$ cat src/rtl/stream_tb_pkg.sv
// Shared FSM encoding, LFSR constants and elaboration helpers for the
// streaming stimulus generator / output monitor blocks.
package stream_tb_pkg;

    typedef enum logic [1:0] {
        ST_IDLE  = 2'd0,
        ST_SEND  = 2'd1,
        ST_DRAIN = 2'd2,
        ST_DONE  = 2'd3
    } state_e;

    // Fibonacci taps 16,14,13,11 expressed as bit positions 15,13,12,10.
    localparam logic [15:0] LFSR_TAP_MASK     = 16'hB400;
    localparam logic [15:0] LFSR_DEFAULT_SEED = 16'hACE1;

    function automatic int clog2(input int value);
        int width;
        for (width = 0; (width < 31) && ((1 << width) < value); width++) begin
        end
        return width;
    endfunction

endpackage

$ cat src/rtl/lfsr16.sv
// 16-bit Fibonacci LFSR; loads the seed on reset and advances every cycle.
module lfsr16
    import stream_tb_pkg::*;
(
    input  logic        clk,
    input  logic        rst,
    input  logic [15:0] seed,
    output logic [15:0] q
);

    logic [15:0] lfsr_q;
    logic        feedback;

    assign feedback = ^(lfsr_q & LFSR_TAP_MASK);

    // NOTE: state is updated with <= so every flop samples pre-edge values.
    always_ff @(posedge clk) begin
        if (rst) begin
            lfsr_q <= seed;
        end else begin
            lfsr_q <= {lfsr_q[14:0], feedback};
        end
    end

    assign q = lfsr_q;

endmodule

$ cat src/rtl/stream_stim_monitor.sv
// Drives a deterministic multi-frame pixel stream into the accelerator and
// counts/checksums its output beats, with optional LFSR-driven throttling.
module stream_stim_monitor
    import stream_tb_pkg::*;
#(
    parameter int          Nin                = 3,
    parameter int          Nout               = 3,
    parameter int          BIT_WIDTH          = 8,
    parameter int          INPUT_SPATIAL_DIM  = 25,
    parameter int          OUTPUT_SPATIAL_DIM = 9,
    parameter int          FRAME_SIZE         = 1,
    parameter logic [1:0]  STALL_MODE         = 2'b00,
    parameter logic [15:0] LFSR_SEED          = LFSR_DEFAULT_SEED,
    parameter int          TIMEOUT_CYCLES     = 1024
) (
    input  logic                      clk,
    input  logic                      rst,
    input  logic                      input_layer_rdy,
    output logic                      input_layer_valid,
    output logic [Nin*BIT_WIDTH-1:0]  input_layer_data,
    input  logic                      output_layer_valid,
    input  logic [Nout*BIT_WIDTH-1:0] output_layer_data,
    output logic                      output_layer_rdy,
    output logic                      stop_sim,
    output logic                      timeout_err,
    output logic [31:0]               rx_beat_cnt,
    output logic [31:0]               checksum
);

    localparam int TX_TOTAL = INPUT_SPATIAL_DIM * FRAME_SIZE;
    localparam int RX_TOTAL = OUTPUT_SPATIAL_DIM * FRAME_SIZE;
    localparam int P_W      = clog2(TX_TOTAL + 1);
    localparam int IDLE_W   = clog2(TIMEOUT_CYCLES + 1);
    localparam int SUM_W    = BIT_WIDTH + clog2(Nout);

    state_e            state_q, state_d;
    logic [P_W-1:0]    pix_q, pix_d;
    logic [IDLE_W-1:0] idle_q, idle_d;
    logic              valid_q, valid_d;
    logic              rdy_q, rdy_d;
    logic              timeout_q, timeout_d;
    logic [31:0]       rx_cnt_q, rx_cnt_d;
    logic [31:0]       checksum_q, checksum_d;
    logic [15:0]       lfsr;
    logic [13:0]       lfsr_unused;
    logic [SUM_W-1:0]  lane_sum;
    logic              tx_hs, rx_hs, tx_last, rx_done, gap, active;

    lfsr16 u_lfsr (
        .clk  (clk),
        .rst  (rst),
        .seed (LFSR_SEED),
        .q    (lfsr)
    );

    // Only the two low bits steer throttling; the rest live in the shift chain.
    assign lfsr_unused = lfsr[15:2];

    always_comb begin
        input_layer_data = '0;
        for (int c = 0; c < Nin; c++) begin
            input_layer_data[c*BIT_WIDTH +: BIT_WIDTH] = BIT_WIDTH'(32'(pix_q) + 32'(c) + 32'd1);
        end
    end

    always_comb begin
        lane_sum = '0;
        for (int c = 0; c < Nout; c++) begin
            lane_sum = lane_sum + SUM_W'(output_layer_data[c*BIT_WIDTH +: BIT_WIDTH]);
        end
    end

    assign tx_hs   = valid_q && input_layer_rdy;
    assign rx_hs   = rdy_q && output_layer_valid;
    assign tx_last = tx_hs && (pix_q == P_W'(TX_TOTAL - 1));
    assign gap     = STALL_MODE[1] && !lfsr[1];
    assign active  = (state_q == ST_SEND) || (state_q == ST_DRAIN);

    // NOTE: every output of a combinational block gets a default first so no latch is inferred.
    always_comb begin
        rx_cnt_d   = rx_cnt_q;
        checksum_d = checksum_q;
        if (rx_hs) begin
            if (rx_cnt_q != '1) begin
                rx_cnt_d = rx_cnt_q + 32'd1;
            end
            checksum_d = checksum_q + 32'(lane_sum);
        end
    end

    // Completion is judged on the post-handshake count so rdy drops on the same edge.
    assign rx_done = rx_cnt_d >= 32'(RX_TOTAL);

    always_comb begin
        state_d   = state_q;
        valid_d   = 1'b0;
        pix_d     = pix_q;
        idle_d    = idle_q;
        timeout_d = timeout_q;
        if (tx_hs) begin
            pix_d = pix_q + P_W'(1);
        end
        case (state_q)
            ST_IDLE: state_d = ST_SEND;
            ST_SEND: begin
                if (tx_last) begin
                    state_d = rx_done ? ST_DONE : ST_DRAIN;
                end else if (tx_hs) begin
                    valid_d = !gap;
                end else begin
                    valid_d = 1'b1;
                end
            end
            ST_DRAIN: begin
                if (rx_done) begin
                    state_d = ST_DONE;
                end
            end
            default: ;
        endcase
        if (active) begin
            if (tx_hs || rx_hs) begin
                idle_d = '0;
            end else if (idle_q >= IDLE_W'(TIMEOUT_CYCLES)) begin
                state_d   = ST_DONE;
                timeout_d = 1'b1;
                valid_d   = 1'b0;
            end else begin
                idle_d = idle_q + IDLE_W'(1);
            end
        end
        rdy_d = ((state_d == ST_SEND) || (state_d == ST_DRAIN)) && !rx_done
                && (!STALL_MODE[0] || lfsr[0]);
    end

    always_ff @(posedge clk) begin
        if (rst) begin
            state_q    <= ST_IDLE;
            pix_q      <= '0;
            idle_q     <= '0;
            valid_q    <= 1'b0;
            rdy_q      <= 1'b0;
            timeout_q  <= 1'b0;
            rx_cnt_q   <= '0;
            checksum_q <= '0;
        end else begin
            state_q    <= state_d;
            pix_q      <= pix_d;
            idle_q     <= idle_d;
            valid_q    <= valid_d;
            rdy_q      <= rdy_d;
            timeout_q  <= timeout_d;
            rx_cnt_q   <= rx_cnt_d;
            checksum_q <= checksum_d;
        end
    end

    assign input_layer_valid = valid_q;
    assign output_layer_rdy  = rdy_q;
    assign stop_sim          = (state_q == ST_DONE);
    assign timeout_err       = timeout_q;
    assign rx_beat_cnt       = rx_cnt_q;
    assign checksum          = checksum_q;

endmodule

$ cat config.mk
export PLATFORM = sky130hd
export DESIGN_NAME = stream_stim_monitor
export DESIGN_NICKNAME = d
export VERILOG_FILES = /design/src/rtl/stream_tb_pkg.sv /design/src/rtl/lfsr16.sv /design/src/rtl/stream_stim_monitor.sv
export SDC_FILE = /design/constraint.sdc
export NUM_CORES = 1
export LEC_CHECK = 0
export CAP_MARGIN = 20
export CORE_MARGIN = 3
export CORE_UTILIZATION = 46
export DETAILED_ROUTE_END_ITERATION = 10
export PLACE_DENSITY = 0.77
export SLEW_MARGIN = 20
export SYNTH_ARGS = -nofsm -noshare
export SYNTH_HDL_FRONTEND = slang
export SYNTH_SLANG_ARGS = --single-unit
$ cat constraint.sdc
create_clock -name clk -period 4.1 [get_ports clk]
set_input_delay 0.82 -clock clk [delete_from_list [all_inputs] [get_ports clk]]
set_output_delay 0.82 -clock clk [all_outputs]
set_load 0.05 [all_outputs]
# Word level (Yosys, flattened, before mapping)
# Index checks and enable logic that the tools add are counted.
# word_totals
register_bits,85
latch_bits,0
ramBits,0
mem_bits_ro,0
inputBits,28
output_inout_bits,92
word_cells,56
n_memories,0
# classes
n_addsub,10
n_mul,0
div,0
n_lt_le_gt_ge,2
n_eq_ne,8
shifts,0
n_mux,16
n_bitwise,1
reduce_logical,11
# ops
operator,n
$mux 32,2
$add 32x1->32 const B,1
$add 32x10->32,1
$ge 32x4->1 const B,1
$ne 32x32->1 const B,1
$mux 11,2
$add 6x1->7 const B,2
$add 11x1->11 const B,1
$ge 11x11->1 const B,1
$add 9x8->10,1
$mux 2,5
$add 8x8->9,1
$add 5x1->6 const B,1
$add 5x2->6 const B,1
$eq 2x2->1 const B,3
$mux 1,6
$pmux 2 s3,1
$add 5x1->5 const B,1
$eq 5x5->1 const B,1
$eq 2x1->1 const B,2
$logic_and 1x1->1,4
$logic_or 1x1->1,3
$reduce_and 3->1,1
$logic_not 2->1,1
4 further kinds,4

# Logic depth before layout (Yosys ltp)
# logic_depth
word_depth,13
depth_mapped,14
ltp_nobuf,14

# Worst setup path before layout
# No wires, ideal clock.
# synth_timing
path_kind,input to register
from,input output_layer_data[1]
to,"register checksum_q[31], in the netlist checksum[31]"
setup_time_ns,0.121
arrival_ns,4.318
required_ns,3.979
setup_slack_ns,-0.339
path_stages,14
n_path_buf,0
cell_sequence,fa_1 -> fa_1 -> ha_1 -> inv_1 -> fa_1 -> nor2b_1 -> o21ai_0 -> a21boi_0 -> o21ai_0 -> a21boi_0 -> o2111ai_1 -> nand2_1 -> nor4b_1 -> mux2_2
# synth_between
elab_chain_cells,3
# synth_rtl
element,line,text
from (decl),stream_stim_monitor.sv:22,"input logic [Nout*BIT_WIDTH-1:0] output_layer_data,"
$add 8x8->9,stream_stim_monitor.sv:69,lane_sum = lane_sum + SUM_W'(output_layer_data[c*BIT_WIDTH +: BIT_WIDTH]);
$add 9x8->10,stream_stim_monitor.sv:69,
$add 32x10->32,stream_stim_monitor.sv:87,checksum_d = checksum_q + 32'(lane_sum);
to (signal assigned),stream_stim_monitor.sv:154,checksum_q <= checksum_d;
to (decl),stream_stim_monitor.sv:43,"logic [31:0] checksum_q, checksum_d;"
# No other way between the ends.
# A chain may end at the register's enable or synchronous reset.

# Worst setup path in the final report
# layout_timing
from,input output_layer_data[3]
to,"register checksum_q[3], in the netlist checksum[3]"
# Same word-level chain as after synthesis.

==> reports/metrics.yaml <==
status: "finished clean"
min-delay-start: "checksum[8]$_SDFFE_PP0P_"
syn_to_final_growth_pct: 36.65
cp_data_arrival_time_ns: 4.24
synth_edf_count: 0
period_minus_slack_ns: 3.965
reg2reg_slack_ns: 0.80
finalHoldViolCount: 0
ant_nets: 0
dieArea_mm2: 0.01290
die_x_um: 113.6
total_power_w: 0.002757
grt_pass1_wl_um: 23290
final_common_cell: "clkdlybuf4s50_1"
drive_above_1_share: 0.1353
power_density_mw_per_mm2: 378.9
ys_seq_area_frac: 0.3195
ios: 120
cp-startpoint: "output_layer_data[3]"
cp-end-kind: "register"
worstMarginPinSlew_ns: 1.220
wl_per_cell_um: 15.79
reg2reg_depth: 10
ys_warn_count: 0
intPower_w: 0.001741
clock_sinks: 85
fin_setup_tns_ns: 0
routed_via_density: 5.498
start_kind: "input pin"
synthArstFlopShare: 0
grt_pass1_vias: 4852
clk_latency_ns: 0.35
synth.distinct_cells: 60
maxSlewViolCount: 0
nets: 839
cts_max_level: 3
dr.pass1.iters: 5
r2r_end: "output_layer_rdy$_SDFF_PP0_"
min_path_type: "register to register"
grt.total_usage: 0.2184
maxCapViolCount: 0
ys_ff_latch: 85
place_congestion: 0.8828
worstPathRequired_ns: 4.38
root_buffer: "clkbuf_16"
netSwitchingPower_w: 0.001016
p_leak_nw: 2.767
grt_max_degree: 58
final_cell_mix: "clkdlybuf4s50_1, nor2_1, dfxtp_1, nand2_1, xnor2_1"
max_freq_mhz: 252.2
grt-ovfl-total: 0
holdWs_ns: 0.4898
start_util: 0.4807
p_sw_frac: 0.3685
die_h_um: 113.6
num_rows: 38
fin_skew_ns: 0.009314
p_clk_frac: 0.296
cp_max_fo: 3
worstReg2RegStart: "rx_beat_cnt[0]$_SDFF_PP0_"
worstSetupPathType: "input pin to register"
post-route-period-util: 0.9671
final_util: 0.6569
drcViolationCount: 0
cts.path.max_buffers: 2
seqPwrFrac: 0.333
io_buffer_count: 113
drt_iter0_drc: 331
synth_cells: 642
syn_area_mm2: 0.005325
setup_viol: 0
cts_tree: "done"
cts-buffers-inserted: 9
combPwrFrac: 0.371
yosys_most_used_dff: "dfxtp_1"
antenna_found_initial: 0
dp_hpwl_um: 9972
hold_buffers: 0
wl_um: 14460
relSlewSlack: 0.1842
syn_avg_cell_area_um2: 8.295
path_clk_slew_ns: 0.07
antenna_cells: 0
coreArea_mm2: 0.01108
num_vias: 5036
cp-endpoint: "checksum[3]$_SDFFE_PP0P_"
ir_drop_uv: 293.4
==> synth_stat cells, types with 10 or more instances <==
master,instances,area [um^2]
nor2_1,93,349.1
dfxtp_1,85,1702
nand2_1,61,229.0
xnor2_1,50,437.9
a21oi_1,31,155.2
inv_1,29,108.9
nand3_1,27,135.1
xor2_1,25,219.0
ha_1,24,300.3
nand4_1,20,125.1
fa_1,16,320.3
clkbuf_1,15,56.30
nor3_1,15,75.07
and3_1,14,87.58
o21ai_0,13,65.06
buf_4,10,75.07
nor4_1,10,62.56
==> metal layers <==
layer / track usage / up-vias / part of all wire
met2: 0.3675 / 162 / 0.50
li1: - / 2460 / -
met1: 0.2878 / 2389 / 0.43
met3: 0.03236 / 25 / 0.052
met5: 0 / - / 0
met4: 0.07212 / 0 / 0.018
==> layout make-up <==
cell class	count	area (um^2)
fillers	908	3801
clock buffers	9	225.2
clock inverters	7	68.82
inverters	30	112.6
well taps	140	175.2
repair buffers	149	1393
multi-input cells	496	3601
flip-flops and latches	85	1702
==> state kept, by name, indices dropped and copies added, names as in the netlist <==
name / count
checksum: 32
idle_q: 11
input_layer_valid: 1
output_layer_rdy: 1
pix_q: 5
rx_beat_cnt: 32
state_q: 2
timeout_err: 1
==> logic make-up (layout without fill, tap and decap cells) <==
group	count (synthesis)	in the layout	synth area share
mux	8	8	0.01574
simple gates	286	286	0.2686
compound gates	81	81	0.09915
buf+inv	66	195	0.05639
flops	85	85	0.3195
xor+xnor	75	75	0.1234
fa+ha+maj	40	40	0.1165
other cells	1	6	0.0007042
==> worst min-delay path by stage <==
stage	endpoint	slack, ns	cells past startpoint
finish	checksum[8]$_SDFFE_PP0P_	0.49	2
global route	timeout_err$_SDFFE_PP0P_	0.50	2
CTS	checksum[8]$_SDFFE_PP0P_	0.50	2
detailed placement	timeout_err$_SDFFE_PP0P_	0.47	2
global placement	timeout_err$_SDFFE_PP0P_	0.46	2
floorplan	idle_q[9]$_SDFFE_PP0P_	0.46	2
==> per-stage QoR <==
stage / cells / cell area (um^2) / worst slack, ns
3_3_place_gp: 880 / 6591 / -0.5280
4_1_cts: 911 / 7089 / -0.001489
3_5_place_dp: 880 / 6591 / -0.6816
6_report: 916 / 7277 / 0.1348
2_1_floorplan: 647 / 5358 / -0.05093
5_1_grt: 916 / 7277 / -0.007354
==> repair_timing <==
item | 4_1_cts | 5_1_grt
buffers inserted | 13 | 5
endpoints found under the setup margin | 21 | 23
hold endpoints to repair | 0 | 0
gates cloned | 2 | 0
pin swaps | 28 | 27
resized for setup | 34 | 34
==> power by group through the flow <==
stage,clock network [W],logic (W),registers (W)
4_1_cts,0.000829,0.000918,0.000917
2_1_floorplan,0,0.000477,0.00103
5_1_grt,0.000864,0.00111,0.000926
3_3_place_gp,0,0.000804,0.000933
3_5_place_dp,0,0.000829,0.000936
6_report,0.000816,0.00102,0.000918
==> critical path, stage by stage <==
cell and delay, ns:
clkdlybuf4s50_1 0.44, fa_1 0.57, fa_1 0.46, ha_4 0.28
nor2b_4 0.13, buf_4 0.12, buf_4 0.12, buf_4 0.12
buf_4 0.12, buf_4 0.13, buf_4 0.12, buf_4 0.12
buf_4 0.12, buf_4 0.12, buf_4 0.12, nor3_1 0.18
a21oi_1 0.06, nor2_1 0.09
Power figures use the tool's default switching activity.
